===== config.mk =====
export PLATFORM = sky130hd
export DESIGN_NAME = mcp49xx_spi_multi
export DESIGN_NICKNAME = d
export VERILOG_FILES = /design/src/rtl/mcp49xx_spi_multi.sv
export SDC_FILE = /design/constraint.sdc
export NUM_CORES = 1
export LEC_CHECK = 0
export BUFFER_PORTS_ARGS = -buffer_cell sky130_fd_sc_hd__buf_2
export CAP_MARGIN = 20
export CORE_ASPECT_RATIO = 0.7
export CORE_UTILIZATION = 55
export DETAILED_ROUTE_END_ITERATION = 8
export HOLD_SLACK_MARGIN = 0.12
export PLACE_DENSITY = 0.87
export SLEW_MARGIN = 20
export SYNTH_ARGS = -nofsm -noshare
export SYNTH_HDL_FRONTEND = slang
export SYNTH_SLANG_ARGS = --single-unit

===== constraint.sdc =====
create_clock -name I_clk -period 4.55 [get_ports I_clk]
set_input_delay 0.2275 -clock I_clk [delete_from_list [all_inputs] [get_ports I_clk]]
set_output_delay 0.2275 -clock I_clk [all_outputs]
set_load 0.1 [all_outputs]

===== src/rtl/mcp49xx_spi_multi.sv =====
// Driver for NCH parallel MCP4801/4811/4821 DACs with shared SCLK, CS_n and LDAC_n, and one SDI line per DAC.
// Define MCP49XX_PREFETCH_EN to add a one-entry pending buffer so that frames can run back-to-back.

module mcp49xx_spi_multi #(
  parameter int NCH     = 3,
  parameter int DW      = 10,
  parameter int CLK_DIV = 2,
  parameter int LDAC_W  = 2
) (
  input  logic              I_clk,
  input  logic              I_reset_n,
  input  logic [NCH*DW-1:0] I_data,
  input  logic [3:0]        I_header,
  input  logic              I_valid,
  output logic              O_ready,
  output logic              O_done,
  output logic              O_sclk,
  output logic              O_cs_n,
  output logic              O_ldac_n,
  output logic [NCH-1:0]    O_sd
);

  generate
    if (DW != 8 && DW != 10 && DW != 12) begin : g_bad_dw
      $error("mcp49xx_spi_multi: DW must be 8, 10 or 12");
    end
    if (NCH < 1 || CLK_DIV < 1 || LDAC_W < 1) begin : g_bad_param
      $error("mcp49xx_spi_multi: NCH, CLK_DIV and LDAC_W must be at least 1");
    end
  endgenerate

  localparam int CMAX = (CLK_DIV > LDAC_W) ? CLK_DIV : LDAC_W;
  localparam int CW   = $clog2(CMAX + 1);
  localparam logic [CW-1:0] DIV_LAST  = CW'(CLK_DIV - 1);
  localparam logic [CW-1:0] LDAC_LAST = CW'(LDAC_W - 1);

  typedef enum logic [1:0] {
    S_IDLE,
    S_SHIFT,
    S_CSHI,
    S_LDAC
  } state_t;

  state_t          state, state_nx;
  logic [CW-1:0]   cnt, cnt_nx;
  logic [3:0]      bit_cnt, bit_nx;
  logic            sclk_nx, cs_nx, ldac_nx, done_nx;
  logic [NCH-1:0]  sd_nx;
  logic [15:0]     shreg [NCH];
  logic [15:0]     shreg_nx [NCH];

  logic              accept;
  logic              load;
  logic [NCH*DW-1:0] load_data;
  logic [3:0]        load_header;

  // The 16-bit word is the header nibble, then the sample, then zero padding up to 12 data bits.
  function automatic logic [15:0] make_frame(input logic [3:0] hdr, input logic [DW-1:0] d);
    logic [11:0] w;
    w = 12'(d) << (12 - DW);
    return {hdr, w};
  endfunction

`ifdef MCP49XX_PREFETCH_EN
  logic              pend_valid, pend_valid_nx;
  logic [NCH*DW-1:0] pend_data, pend_data_nx;
  logic [3:0]        pend_header, pend_header_nx;

  assign O_ready = !pend_valid;
`else
  assign O_ready = (state == S_IDLE);
`endif

  assign accept = I_valid & O_ready;

  always_comb begin
    state_nx    = state;
    cnt_nx      = cnt;
    bit_nx      = bit_cnt;
    sclk_nx     = O_sclk;
    cs_nx       = O_cs_n;
    ldac_nx     = O_ldac_n;
    done_nx     = 1'b0;
    sd_nx       = O_sd;
    shreg_nx    = shreg;
    load        = 1'b0;
    load_data   = I_data;
    load_header = I_header;
`ifdef MCP49XX_PREFETCH_EN
    pend_valid_nx  = pend_valid;
    pend_data_nx   = pend_data;
    pend_header_nx = pend_header;
`endif

    case (state)
      S_IDLE: begin
`ifdef MCP49XX_PREFETCH_EN
        if (pend_valid) begin
          load          = 1'b1;
          load_data     = pend_data;
          load_header   = pend_header;
          pend_valid_nx = 1'b0;
        end else if (accept) begin
          load = 1'b1;
        end
`else
        if (accept) begin
          load = 1'b1;
        end
`endif
      end

      // Data changes only on the falling SCLK edge, so it is stable for CLK_DIV clocks around each rising edge.
      S_SHIFT: begin
        if (cnt == DIV_LAST) begin
          cnt_nx = '0;
          if (!O_sclk) begin
            sclk_nx = 1'b1;
          end else begin
            sclk_nx = 1'b0;
            if (bit_cnt == 4'd15) begin
              state_nx = S_CSHI;
              cs_nx    = 1'b1;
              sd_nx    = '0;
              bit_nx   = '0;
            end else begin
              bit_nx = bit_cnt + 1'b1;
              for (int k = 0; k < NCH; k++) begin
                sd_nx[k]    = shreg[k][14];
                shreg_nx[k] = shreg[k] << 1;
              end
            end
          end
        end else begin
          cnt_nx = cnt + 1'b1;
        end
      end

      S_CSHI: begin
        if (cnt == DIV_LAST) begin
          cnt_nx   = '0;
          state_nx = S_LDAC;
          ldac_nx  = 1'b0;
        end else begin
          cnt_nx = cnt + 1'b1;
        end
      end

      S_LDAC: begin
        if (cnt == LDAC_LAST) begin
          cnt_nx   = '0;
          ldac_nx  = 1'b1;
          done_nx  = 1'b1;
          state_nx = S_IDLE;
`ifdef MCP49XX_PREFETCH_EN
          if (pend_valid) begin
            load          = 1'b1;
            load_data     = pend_data;
            load_header   = pend_header;
            pend_valid_nx = 1'b0;
          end
`endif
        end else begin
          cnt_nx = cnt + 1'b1;
        end
      end

      default: state_nx = S_IDLE;
    endcase

`ifdef MCP49XX_PREFETCH_EN
    // Outside S_IDLE an accepted sample waits in the pending slot until the current frame has been latched.
    if (accept && state != S_IDLE) begin
      pend_valid_nx  = 1'b1;
      pend_data_nx   = I_data;
      pend_header_nx = I_header;
    end
`endif

    if (load) begin
      state_nx = S_SHIFT;
      cs_nx    = 1'b0;
      sclk_nx  = 1'b0;
      cnt_nx   = '0;
      bit_nx   = '0;
      for (int k = 0; k < NCH; k++) begin
        shreg_nx[k] = make_frame(load_header, load_data[k*DW +: DW]);
        sd_nx[k]    = shreg_nx[k][15];
      end
    end
  end

  always_ff @(posedge I_clk or negedge I_reset_n) begin
    if (!I_reset_n) begin
      state    <= S_IDLE;
      cnt      <= '0;
      bit_cnt  <= '0;
      O_sclk   <= 1'b0;
      O_cs_n   <= 1'b1;
      O_ldac_n <= 1'b1;
      O_done   <= 1'b0;
      O_sd     <= '0;
      for (int k = 0; k < NCH; k++) begin
        shreg[k] <= '0;
      end
    end else begin
      state    <= state_nx;
      cnt      <= cnt_nx;
      bit_cnt  <= bit_nx;
      O_sclk   <= sclk_nx;
      O_cs_n   <= cs_nx;
      O_ldac_n <= ldac_nx;
      O_done   <= done_nx;
      O_sd     <= sd_nx;
      for (int k = 0; k < NCH; k++) begin
        shreg[k] <= shreg_nx[k];
      end
    end
  end

`ifdef MCP49XX_PREFETCH_EN
  always_ff @(posedge I_clk or negedge I_reset_n) begin
    if (!I_reset_n) begin
      pend_valid  <= 1'b0;
      pend_data   <= '0;
      pend_header <= '0;
    end else begin
      pend_valid  <= pend_valid_nx;
      pend_data   <= pend_data_nx;
      pend_header <= pend_header_nx;
    end
  end
`endif

endmodule


---- Yosys cells after proc, flatten, opt, wreduce, memory -nomap -nowiden ----
Index checks and enable logic that the tools add are counted.
storage, ports and cells
  register bits ........................... 60
  input port bits ......................... 37
  output and inout port bits .............. 8
  logic and storage cells ................. 83
cells by class
  add/sub/neg operators ................... 2
  equality and inequality tests ........... 13
  multiplexer cells ....................... 41
  bitwise operators ....................... 1
  reductions and logical operators ........ 15
operators by type and width
  kind                                           number
  2-to-1 mux 47 bit                              5
  2-to-1 mux 4 bit                               5
  2-to-1 mux 2 bit                               9
  2-to-1 mux 1 bit                               15
  2-to-1 mux 3 bit                               5
  != test 3 bit, second input constant           5
  nonzero test 2 bit                             6
  AND reduction 4 bit                            2
  != test 2 bit, second input constant           3
  case mux 2 bit (3 select lines)                1
  AND reduction 3 bit                            2
  AND reduction 6 bit                            1
  adder 4 x 1 -> 4 bit, second input constant    1
  == test 2 x 1 -> 1 bit, second input constant  2
  == test 2 bit, second input constant           2
  == test 4 bit, second input constant           1
  nonzero test 4 bit                             1
  OR reduction 3 bit                             1
  adder 2 x 1 -> 2 bit, second input constant    1
  logical NOT 2 bit                              1
  case mux 1 bit (2 select lines)                1
  AND reduction 2 bit                            1
  AND 1 bit                                      1

---- Depth between registers and ports, before layout ----
Gate-level depths: netlist of run 1.
  depth in word-level cells ............... 6
  gate-level depth with buffers ........... 8
  gate-level depth less buffers ........... 6

---- Least setup slack after synthesis of run 1 ----
No wires, ideal clock.
  path kind ............................... register to register
  start ................................... reg state[0]
  end ..................................... reg shreg[12] in the netlist's numbering
  arrival time ............................ 2,077 ps
  data required time ...................... 4,409 ps
  slack ................................... 2,332 ps
  stages on the path, launching flop included .. 7
  buffers on the path ..................... 1
  period minus slack after synthesis ...... 2,218 ps
  path through ............................ dfrtp_1 > inv_1 > ha_1 > nand2_1 > clkbuf_1 > nor2_1 > a31oi_1
on the way
  cells in the longest elaborated chain, start to end .. 6
  elaborated cells on any way between the ends .. 11
  classes of those cells .................. eq/ne: 2; mux: 3; bitwise: 1; reduce/logical: 5
ends and longest elaborated chain
  what                                                                         line  source
  start: declaration                                                           44    state_t state, state_nx;
  start signal: assignment                                                     207   state <= state_nx;
  logical NOT 2 bit *                                                          71    assign O_ready = (state == S_IDLE);
  named net O_ready                                                            15    output logic O_ready,
  AND 1 bit                                                                    74    assign accept = I_valid & O_ready;
  2-to-1 mux 1 bit                                                             107   if (accept) begin
  2-to-1 mux 1 bit *                                                           95    case (state)
  != test 2 bit (no source line) / nonzero test 2 bit (equally long branches)  --
  AND reduction 4 bit (no source line)                                         --
  end signal: indexed assignment                                               216   shreg[k] <= shreg_nx[k];
  end: declaration                                                             49    logic [15:0] shreg [NCH];
The timed path passes the listed nets; every way through them passes the cells marked *.
A chain may end at the register's enable or synchronous reset.

---- Worst setup path after layout of run 1 ----
  start ................................... reg state[1]
  end ..................................... reg shreg[6] in the netlist's numbering
on the way
  cells in the longest elaborated chain, start to end .. 6
  elaborated cells on any way between the ends .. 11
  classes of those cells .................. eq/ne: 2; mux: 3; bitwise: 1; reduce/logical: 5
ends and longest elaborated chain
  what                                                                         line
  logical NOT 2 bit                                                            71, 95
  AND 1 bit                                                                    74
  2-to-1 mux 1 bit                                                             107
  2-to-1 mux 1 bit                                                             95
  != test 2 bit (no source line) / nonzero test 2 bit (equally long branches)  --
  AND reduction 4 bit (no source line)                                         --
Several ways; a longest one is shown, not always the timed one.

==> results of run 1 <==
stage by stage:
| stage | cells | total power [mW] |
|---|---|---|
| after floorplan | 279 | 1.51 |
| after global placement | 364 | 1.63 |
| after detailed placement | 364 | 1.68 |
| after CTS | 374 | 1.99 |
| after global routing | 374 | 2.13 |
| final | 374 | 1.98 |
per-layer routing:
metal  share of wire  GRT usage  vias up
met5               0          0        -
met4          0.0033     0.0369        0
met3           0.038     0.0465        2
met2            0.46      0.378       38
met1            0.50      0.311      912
li1                -          -     1014
power by group:
group | switching (mW) | internal (mW) | total, mW
clock network | 0.151 | 0.162 | 0.313
logic | 0.560 | 0.268 | 0.828
registers | 0.136 | 0.703 | 0.839
total | 0.847 | 1.13 | 1.98
cell families (layout without fill, tap and decap cells):
logic type               Yosys count  after routing  share of synthesized area
XOR/XNOR                           2              2                    0.00699
buffers and inverters             20             60                     0.0459
flip-flops                        54             54                      0.540
AO/OA/AOI/OAI                     56             56                      0.140
multiplexers                       1              1                    0.00399
adder cells (fa/ha/maj)            6              6                     0.0300
AND/OR/NAND/NOR                  140            140                      0.233
worst max path at each step:
stage                endpoint  slack [ps]  cells after the start
floorplan           shreg[12]        2330                      6
global placement    shreg[39]        2470                      6
detailed placement   shreg[6]        2340                      6
CTS                 shreg[23]        2320                      6
global route        shreg[11]        2060                      6
finish               shreg[6]        2330                      6
cells in the mapped netlist:
master / count
dfrtp_1: 52
buf_4: 1
nand3b_1: 1
nor2_4: 1
a21oi_1: 5
a21o_1: 1
o21ba_2: 1
nand2b_1: 1
xor2_1: 2
clkbuf_1: 7
and3_1: 1
inv_1: 3
o22ai_1: 1
nor2_1: 42
mux2i_1: 1
ha_1: 6
a31oi_1: 36
o21ai_0: 7
nand2_1: 86
o21a_1: 1
and4b_4: 1
buf_6: 4
and2_1: 2
a211oi_1: 1
dfstp_2: 2
buf_2: 5
a221oi_1: 3
and3_4: 1
or3_1: 1
nor3_1: 1
nand4b_2: 1
and2b_2: 1
state kept, by name, indices dropped and copies added, names as in the netlist:
name / cells
O_sclk: 1
bit_cnt: 4
shreg: 39
O_done: 1
O_sd: 3
O_cs_n: 1
cnt: 2
state: 2
O_ldac_n: 1
area by class of cell:
| cell class | instances | area, um2 |
|---|---|---|
| clock buffer | 5 | 68.8 |
| tap | 55 | 68.8 |
| fill | 382 | 1510 |
| clock inverter | 3 | 40.0 |
| sequential | 54 | 1350 |
| timing repair buffer | 49 | 263 |
| inverter | 3 | 11.3 |
| multi-input combinational | 205 | 1040 |
worst reg2reg max path, delay by kind of cell (launching register included):
| kind | cells | cell delay (ps) |
|---|---|---|
| compound gates | 1 | 210 |
| simple gates | 3 | 1170 |
| buf+inv | 1 | 110 |
| fa+ha+maj | 1 | 240 |
| flops | 1 | 420 |
==> out/qor.yml, run 1 <==
outcome:
  outcome: "finished, final reports clean"
grt:
  grt-ovfl-total: 0
  antenna_found_initial: 0
  grt_pass1_wl_mm: 8.27
  grt_pass1_vias: 1906
  grt.total_usage: 0.226
  grt_max_degree: 55
critical_path:
  worst_ep_required_time_ps: 4770
  r2r_end: "shreg[6]"
  worst-path-max-fanout: 42
  critPathTopFamily: "simple AND/OR/NAND/NOR gates"
  cp_slowest_cell: "nor2_4"
  reg2reg_depth: 6
  endpoint_kind: "flop"
  crit_type: "flop to flop"
  worstReg2RegStart: "state[1]"
  path_cells: "inv_1, ha_1, nand4b_2, nor2_4, nand2_1, a31oi_1"
  crit_start: "state[1]"
  slowest_delay_ps: 760
  r2r_setup_slack_ps: 2330
  worst_ep_arrival_time_ps: 2450
  startpoint_type: "flop"
  critPathBufInv: 1
pwr:
  power.leakage_nw: 1.38
  ir_drop_mv: 0.466
  p_per_area_mw_per_mm2: 696
floorplan:
  die_y_um: 58.5
  rows: 20
  die_w_um: 82.7
  start_util: 0.576
  core-area_mm2: 0.00435
  top_level_ports: 45
  dieArea_mm2: 0.00483
finish:
  final_area_mm2: 0.00285
  final_common_cell: "nand2_1"
  drive_above_1_share: 0.201
  diodes: 0
  mostFrequentLayoutCells: "nand2_1 (85), dfrtp_1 (52), buf_2 (44)"
  syn2layout_area_growth_pct: 13.5
  finalNetCount: 361
  final_util: 0.653
sta:
  finalClockSkew_ps: 6.13
  whs_ps: 142
  fin_crit_sh: 0.488
  fmax_ghz: 0.450
  grt_setup_unrepaired: "false"
  slew_violations: 0
  hold_viol: 0
  max_slew_margin: 0.418
  finalCriticalPeriod_ps: 2220
  setup_tns_ps: 0
  worst-slew-pin-transition_ps: 871
  setup-violations-final: 0
  setup_slack_ps: 2330
detailed_routing:
  wl_per_cell_um: 12.8
  vias_per_cell: 5.26
  vias: 1966
  routed_wl_mm: 4.80
  firstDrtPassIters: 4
  detail-route-antenna-nets: 0
  first_iter_violations: 148
  post-route-drc-count: 0
clock_network:
  cts-resized-gates: 0
  ctsLongestPathBuffers: 2
  insertion_delay_ps: 300
  tritoncts: "done"
  cts_max_level: 2
  clkTransAtPathRegs_ps: 100
  postCtsSetupRepairBufs: 0
  hold_buffers: 2
  numCtsBuffers: 5
  cts_sinks: 54
  root_buffer: "clkbuf_8"
synth:
  ys.warnings.count: 0
  avgSynthCellArea_um2: 8.98
  synth_area_leaders: "dfrtp_1 (52%), nand2_1 (13%), a31oi_1 (9.0%), nor2_1 (6.3%), ha_1 (3.0%)"
  synth_cell_types: 32
  synth_area_mm2: 0.00251
  ys_seq_area_frac: 0.540
  netlist_instances: 279
  netlist.area_leader.share: 0.519
  yosysTopAreaCell: "dfrtp_1"
  ys_ff_latch: 54
  postSynthNetCount: 322
min_path:
  hold_start: "I_data[20]"
  whs_endpoint: "shreg[2]"
  min_path_cells: 3
  worstHoldPathType: "input port to flop"
placement:
  place_congestion: 0.797
  post_dp_cell_area_mm2: 0.00272
  hpwl_mm: 3.24
  dp_slack_ps: 2340
  numPortBuffers: 44
flow_run:
  cap_violations: 0
Note: power is estimated with default switching activity, not from simulation.
==> run 2: changes to the inputs <==
==> constraint.sdc (replaced) <==
create_clock -name I_clk -period 2.2 [get_ports I_clk]
set_input_delay 0.11 -clock I_clk [delete_from_list [all_inputs] [get_ports I_clk]]
set_output_delay 0.11 -clock I_clk [all_outputs]
set_load 0.1 [all_outputs]
==> out/qor.yml, run 2 (synthesis results as in run 1) <==
flow_run:
  cap_violations: 0  # unchanged
placement:
  dp_slack_ps: 268  # was 2340 ps
  hpwl_mm: 3.34  # was 3.24 mm
  numPortBuffers: 44  # unchanged
  place_congestion: 0.816  # was 0.797
  post_dp_cell_area_mm2: 0.00276  # was 0.00272 mm2
critical_path:
  worst_ep_required_time_ps: 2420  # was 4770 ps
  worst_ep_arrival_time_ps: 2140  # was 2450 ps
  startpoint_type: "flop"  # unchanged
  worst-path-max-fanout: 11  # was 42
  endpoint_kind: "flop"  # unchanged
  crit_type: "flop to flop"  # unchanged
finish:
  drive_above_1_share: 0.189  # was 0.201
  fill_cells: 315  # was 382
  final_common_cell: "nand2_1"  # unchanged
  reg_top3: "shreg (39), bit_cnt (4), O_sd (3)"  # unchanged
  finalNetCount: 397  # was 361
  final_area_mm2: 0.00326  # was 0.00285 mm2
  regMostFlops: "shreg"  # unchanged
  syn2layout_area_growth_pct: 30.2  # was 13.5%
  mostFrequentLayoutCells: "nand2_1 (85), dfrtp_1 (52), buf_2 (44)"  # unchanged
  largest_reg_flops: 39  # unchanged
  diodes: 0  # unchanged
pwr:
  clkPwrFrac: 0.184  # was 0.158
  ir_drop_mv: 1.20  # was 0.466 mV
  power_mw: 4.36  # was 1.98 mW
  p_int_mw: 2.57  # was 1.13 mW
  p_seq_frac: 0.399  # was 0.424
  p_comb_frac: 0.417  # was 0.418
  power.leakage_nw: 1.55  # was 1.38 nW
  p_sw_mw: 1.80  # was 0.847 mW
  p_sw_frac: 0.411  # was 0.428
  p_per_area_mw_per_mm2: 1340  # was 696 mW/mm2
sta:
  finalCriticalPeriod_ps: 1920  # was 2220 ps
  grt_setup_unrepaired: "false"  # unchanged
  max_slew_margin: 0.558  # was 0.418
  finalClockSkew_ps: 12.0  # was 6.13 ps
  hold_viol: 0  # unchanged
  worst-slew-pin-transition_ps: 663  # was 871 ps
  fin_crit_sh: 0.874  # was 0.488
  fmax_ghz: 0.520  # was 0.450 GHz
  slew_violations: 0  # unchanged
  setup_tns_ps: 0  # unchanged
  setup_slack_ps: 278  # was 2330 ps
  setup-violations-final: 0  # unchanged
grt:
  grt.total_usage: 0.258  # was 0.226
  grt_pass1_vias: 2035  # was 1,906
  grt_pass1_wl_mm: 9.23  # was 8.27 mm
  grt-ovfl-total: 0  # unchanged
  grt_max_degree: 71  # was 55
  antenna_found_initial: 0  # unchanged
detailed_routing:
  wl_per_cell_um: 13.5  # was 12.8 um
  vias_per_cell: 5.32  # was 5.26
  post-route-drc-count: 0  # unchanged
  vias: 2183  # was 1,966
  detail-route-antenna-nets: 0  # unchanged
  firstDrtPassIters: 4  # unchanged
  routed_wl_mm: 5.53  # was 4.80 mm
  first_iter_violations: 127  # was 148
clock_network:
  root_buffer: "clkbuf_8"  # unchanged
  numCtsBuffers: 5  # unchanged
  tritoncts: "done"  # unchanged
  hold_buffers: 35  # was 2
  clkTransAtPathRegs_ps: 100  # about the same
  postCtsSetupRepairBufs: 0  # unchanged
  cts_max_level: 2  # unchanged
  insertion_delay_ps: 310  # was 300 ps
  cts_sinks: 54  # unchanged
  ctsLongestPathBuffers: 2  # unchanged
  cts-resized-gates: 0  # unchanged
floorplan:
  start_util: 0.576  # unchanged
  die_y_um: 58.5  # unchanged
  dieArea_mm2: 0.00483  # unchanged
  top_level_ports: 45  # unchanged
  rows: 20  # unchanged
  core-area_mm2: 0.00435  # unchanged
  die_w_um: 82.7  # unchanged
outcome:
  outcome: "finished, final reports clean"  # unchanged
min_path:
  worstHoldPathType: "input port to async pin"  # was input port to flop
-- run 2: changes by cell type in the layout (fill, tap and decap cells not counted), sizes merged --
| cell | previous run | this run |
|---|---|---|
| clkinv | 2 | 0 |
| dlygate4sd3 | 2 | 36 |
| clkbuf | 5 | 6 |
| buf | 47 | 49 |
| bufinv | 1 | 2 |
-- run 2: metrics by stage --
| stage | instances | hold slack, ps | util |
|---|---|---|---|
| floorplan | 279 | -186 | - |
| global placement | 366 | 268 | 0.634 |
| detailed placement | 366 | 269 | 0.634 |
| CTS | 409 | 120 | 0.747 |
| global route | 410 | 549 | 0.749 |
| finish | 410 | 444 | 0.749 |
-- run 2: layout make-up --
| cell class | instances | area [um2] | share of cell area |
|---|---|---|---|
| repair buffers | 85 | 643 | 0.197 |
| well taps | 55 | 68.8 | 0.0211 |
| clock buffers | 6 | 82.6 | 0.0253 |
| flip-flops and latches | 54 | 1350 | 0.415 |
| clock inverters | 2 | 60.1 | 0.0184 |
| inverters | 3 | 11.3 | 0.00345 |
| multi-input cells | 205 | 1040 | 0.320 |
-- run 2: worst paths after layout --
check / startpoint / end / slack (ps) / cells after the start
max in group asynchronous: I_reset_n / cnt[0] / 1320 / 3
worst min register to register: O_ldac_n / O_ldac_n / 510 / 1
min in group I_clk: O_ldac_n / O_ldac_n / 510 / 1
worst max-delay path: state[1] / shreg[35] / 280 / 7
worst max register to register: state[1] / shreg[35] / 280 / 7
worst min-delay path: I_reset_n / shreg[46] / 440 / 3
-- run 2: power by group through the flow --
stage	sequential (mW)	combinational [mW]	clock, mW
after CTS	1.74	1.82	0.811
after global routing	1.80	2.02	0.867
after detailed placement	1.74	1.78	0
after global placement	1.73	1.69	0
after floorplan	2.05	1.08	0
final	1.74	1.82	0.803
-- run 2: per-layer routing --
layer,GRT usage,vias up,share of wire
li1,-,1082,-
met1,0.352,1037,0.46
met2,0.417,54,0.49
met3,0.0512,10,0.038
met4,0.0813,0,0.015
met5,0,-,0
-- run 2: worst max-delay path: stages, from the launching register on --
cell and delay [ps]:
dfrtp_1 430, inv_1 120, ha_1 230, nand4b_2 250, nor2_4 320, buf_4 230
nand2_1 60, a31oi_1 180
==> run 3: changes to the inputs <==
--- a/config.mk
+++ b/config.mk
@@ -12,6 +12,7 @@
 export DETAILED_ROUTE_END_ITERATION = 8
 export HOLD_SLACK_MARGIN = 0.12
 export PLACE_DENSITY = 0.87
+export SKIP_LAST_GASP = 1
 export SLEW_MARGIN = 20
 export SYNTH_ARGS = -nofsm -noshare
 export SYNTH_HDL_FRONTEND = slang
==> constraint.sdc (replaced) <==
create_clock -name I_clk -period 2.2 [get_ports I_clk]
set_input_delay 0.11 -clock I_clk [delete_from_list [all_inputs] [get_ports I_clk]]
set_output_delay 0.11 -clock I_clk [all_outputs]
set_load 0.02 [all_outputs]
==> out/qor.yml, run 3 (synthesis results as in run 1) <==
finish:
  regMostFlops: "shreg"  # unchanged
  diodes: 0  # unchanged
  final_area_mm2: 0.00319  # was 0.00326 mm2
  drive_above_1_share: 0.185  # was 0.189
  finalNetCount: 394  # was 397
  syn2layout_area_growth_pct: 27.3  # was 30.2%
  reg_top3: "shreg (39), bit_cnt (4), O_sd (3)"  # unchanged
  final_common_cell: "nand2_1"  # unchanged
  largest_reg_flops: 39  # unchanged
  mostFrequentLayoutCells: "nand2_1 (85), dfrtp_1 (52), buf_2 (44)"  # unchanged
  fill_cells: 310  # was 315
outcome:
  outcome: "finished, final reports clean"  # unchanged
grt:
  grt_max_degree: 41  # was 71
  grt_pass1_vias: 2004  # was 2,035
  grt-ovfl-total: 0  # unchanged
  antenna_found_initial: 0  # unchanged
  grt_pass1_wl_mm: 9.04  # was 9.23 mm
  grt.total_usage: 0.253  # was 0.258
placement:
  place_congestion: 0.755  # was 0.816
  numPortBuffers: 44  # unchanged
  hpwl_mm: 3.47  # was 3.34 mm
  post_dp_cell_area_mm2: 0.00276  # about the same
clock_network:
  ctsLongestPathBuffers: 2  # unchanged
  clkTransAtPathRegs_ps: 100  # about the same
  hold_buffers: 31  # was 35
  cts_sinks: 54  # unchanged
  numCtsBuffers: 5  # unchanged
  root_buffer: "clkbuf_8"  # unchanged
  tritoncts: "done"  # unchanged
  insertion_delay_ps: 300  # was 310 ps
  cts_max_level: 2  # unchanged
  postCtsSetupRepairBufs: 0  # unchanged
  cts-resized-gates: 0  # unchanged
sta:
  hold_viol: 0  # unchanged
  fin_crit_sh: 0.894  # was 0.874
  grt_setup_unrepaired: "false"  # unchanged
  setup_tns_ps: 0  # unchanged
  fmax_ghz: 0.509  # was 0.520 GHz
  worst-slew-pin-transition_ps: 889  # was 663 ps
  max_slew_margin: 0.407  # was 0.558
  slew_violations: 0  # unchanged
  setup-violations-final: 0  # unchanged
  finalCriticalPeriod_ps: 1970  # was 1920 ps
  finalClockSkew_ps: 9.35  # was 12.0 ps
detailed_routing:
  detail-route-antenna-nets: 0  # unchanged
  wl_met1_mm: 2.67  # was 2.52 mm
  post-route-drc-count: 0  # unchanged
  firstDrtPassIters: 4  # unchanged
  routed-wl-met2_mm: 2.72  # about the same
  highest_layer: "met4"  # unchanged
  vias_per_cell: 5.44  # was 5.32
  first_iter_violations: 201  # was 127
  wl_met3_um: 206  # was 212 um
  routed_wl_mm: 5.66  # was 5.53 mm
  wl_per_cell_um: 13.9  # was 13.5 um
  vias: 2213  # was 2,183
critical_path:
  r2r_end: "shreg[43]"  # was shreg[35]
  worst_ep_required_time_ps: 2420  # about the same
  worstReg2RegStart: "state[1]"  # unchanged
  worst_ep_arrival_time_ps: 2180  # was 2140 ps
  worst-path-max-fanout: 31  # was 11
  reg2reg_depth: 7  # unchanged
  r2r_setup_slack_ps: 230  # was 280 ps
  crit_start: "state[1]"  # unchanged
  crit_type: "flop to flop"  # unchanged
  startpoint_type: "flop"  # unchanged
  endpoint_kind: "flop"  # unchanged
floorplan:
  start_util: 0.576  # unchanged
  core-area_mm2: 0.00435  # unchanged
  top_level_ports: 45  # unchanged
  dieArea_mm2: 0.00483  # unchanged
  die_w_um: 82.7  # unchanged
  rows: 20  # unchanged
  die_y_um: 58.5  # unchanged
min_path:
  min_path_cells: 3
  hold_start: "I_data[19]"
  worstHoldPathType: "input port to flop"  # was input port to async pin
  whs_endpoint: "shreg[27]"
pwr:
  power.leakage_nw: 1.52  # was 1.55 nW
  ir_drop_mv: 0.752  # was 1.20 mV
  p_per_area_mw_per_mm2: 1200  # was 1340 mW/mm2
flow_run:
  cap_violations: 0  # unchanged
==> run 3: changes by cell type in the layout (fill, tap and decap cells not counted), sizes merged <==
| cell | delta |
|---|---|
| buf | +1 |
| clkbuf | +1 |
| bufinv | -1 |
| dlygate4sd3 | -4 |
==> run 3: worst max-delay path by stage <==
stage	endpoint	slack [ps]
6_report	shreg[43]	230
3_3_place_gp	shreg[30]	420
5_1_grt	shreg[19]	90
3_5_place_dp	shreg[43]	300
4_1_cts	shreg[43]	300
2_1_floorplan	shreg[18]	620
==> run 3: per-layer routing <==
metal / vias up / track usage
li1: 1081 / -
met1: 1075 / 0.357
met2: 49 / 0.402
met3: 8 / 0.0620
met4: 0 / 0.0542
met5: - / 0
==> run 3: through the flow <==
stage	cells	utilization	setup WS (ps)	power [mW]	hold WS (ps)
6_report	407	0.733	234	3.84	121
5_1_grt	407	0.733	85.5	4.10	129
4_1_cts	406	0.730	297	3.82	121
3_5_place_dp	367	0.635	302	3.12	275
3_3_place_gp	367	0.635	416	3.04	271
2_1_floorplan	279	-	620	2.75	-186
==> run 3: power by group <==
part / switching (mW) / internal (mW)
Combinational: 0.813 / 0.621
Clock: 0.316 / 0.341
Sequential: 0.292 / 1.45
==> run 3: final cells by class <==
cell class                 count  area, um2  share of cell area
sequential                    54       1350               0.424
inverter                       3       11.3             0.00353
timing repair buffer          82        611               0.191
tap                           55       68.8              0.0216
multi-input combinational    205       1040               0.326
clock inverter                 1       30.0             0.00941
clock buffer                   7       76.3              0.0239
==> run 3: worst max-delay path, cell delays in order (launching register included) <==
cell	delay, ps
dfrtp_1	420
inv_1	110
ha_1	260
nand4b_2	270
nor2_4	340
buf_12	220
nand2_1	80
a31oi_1	190
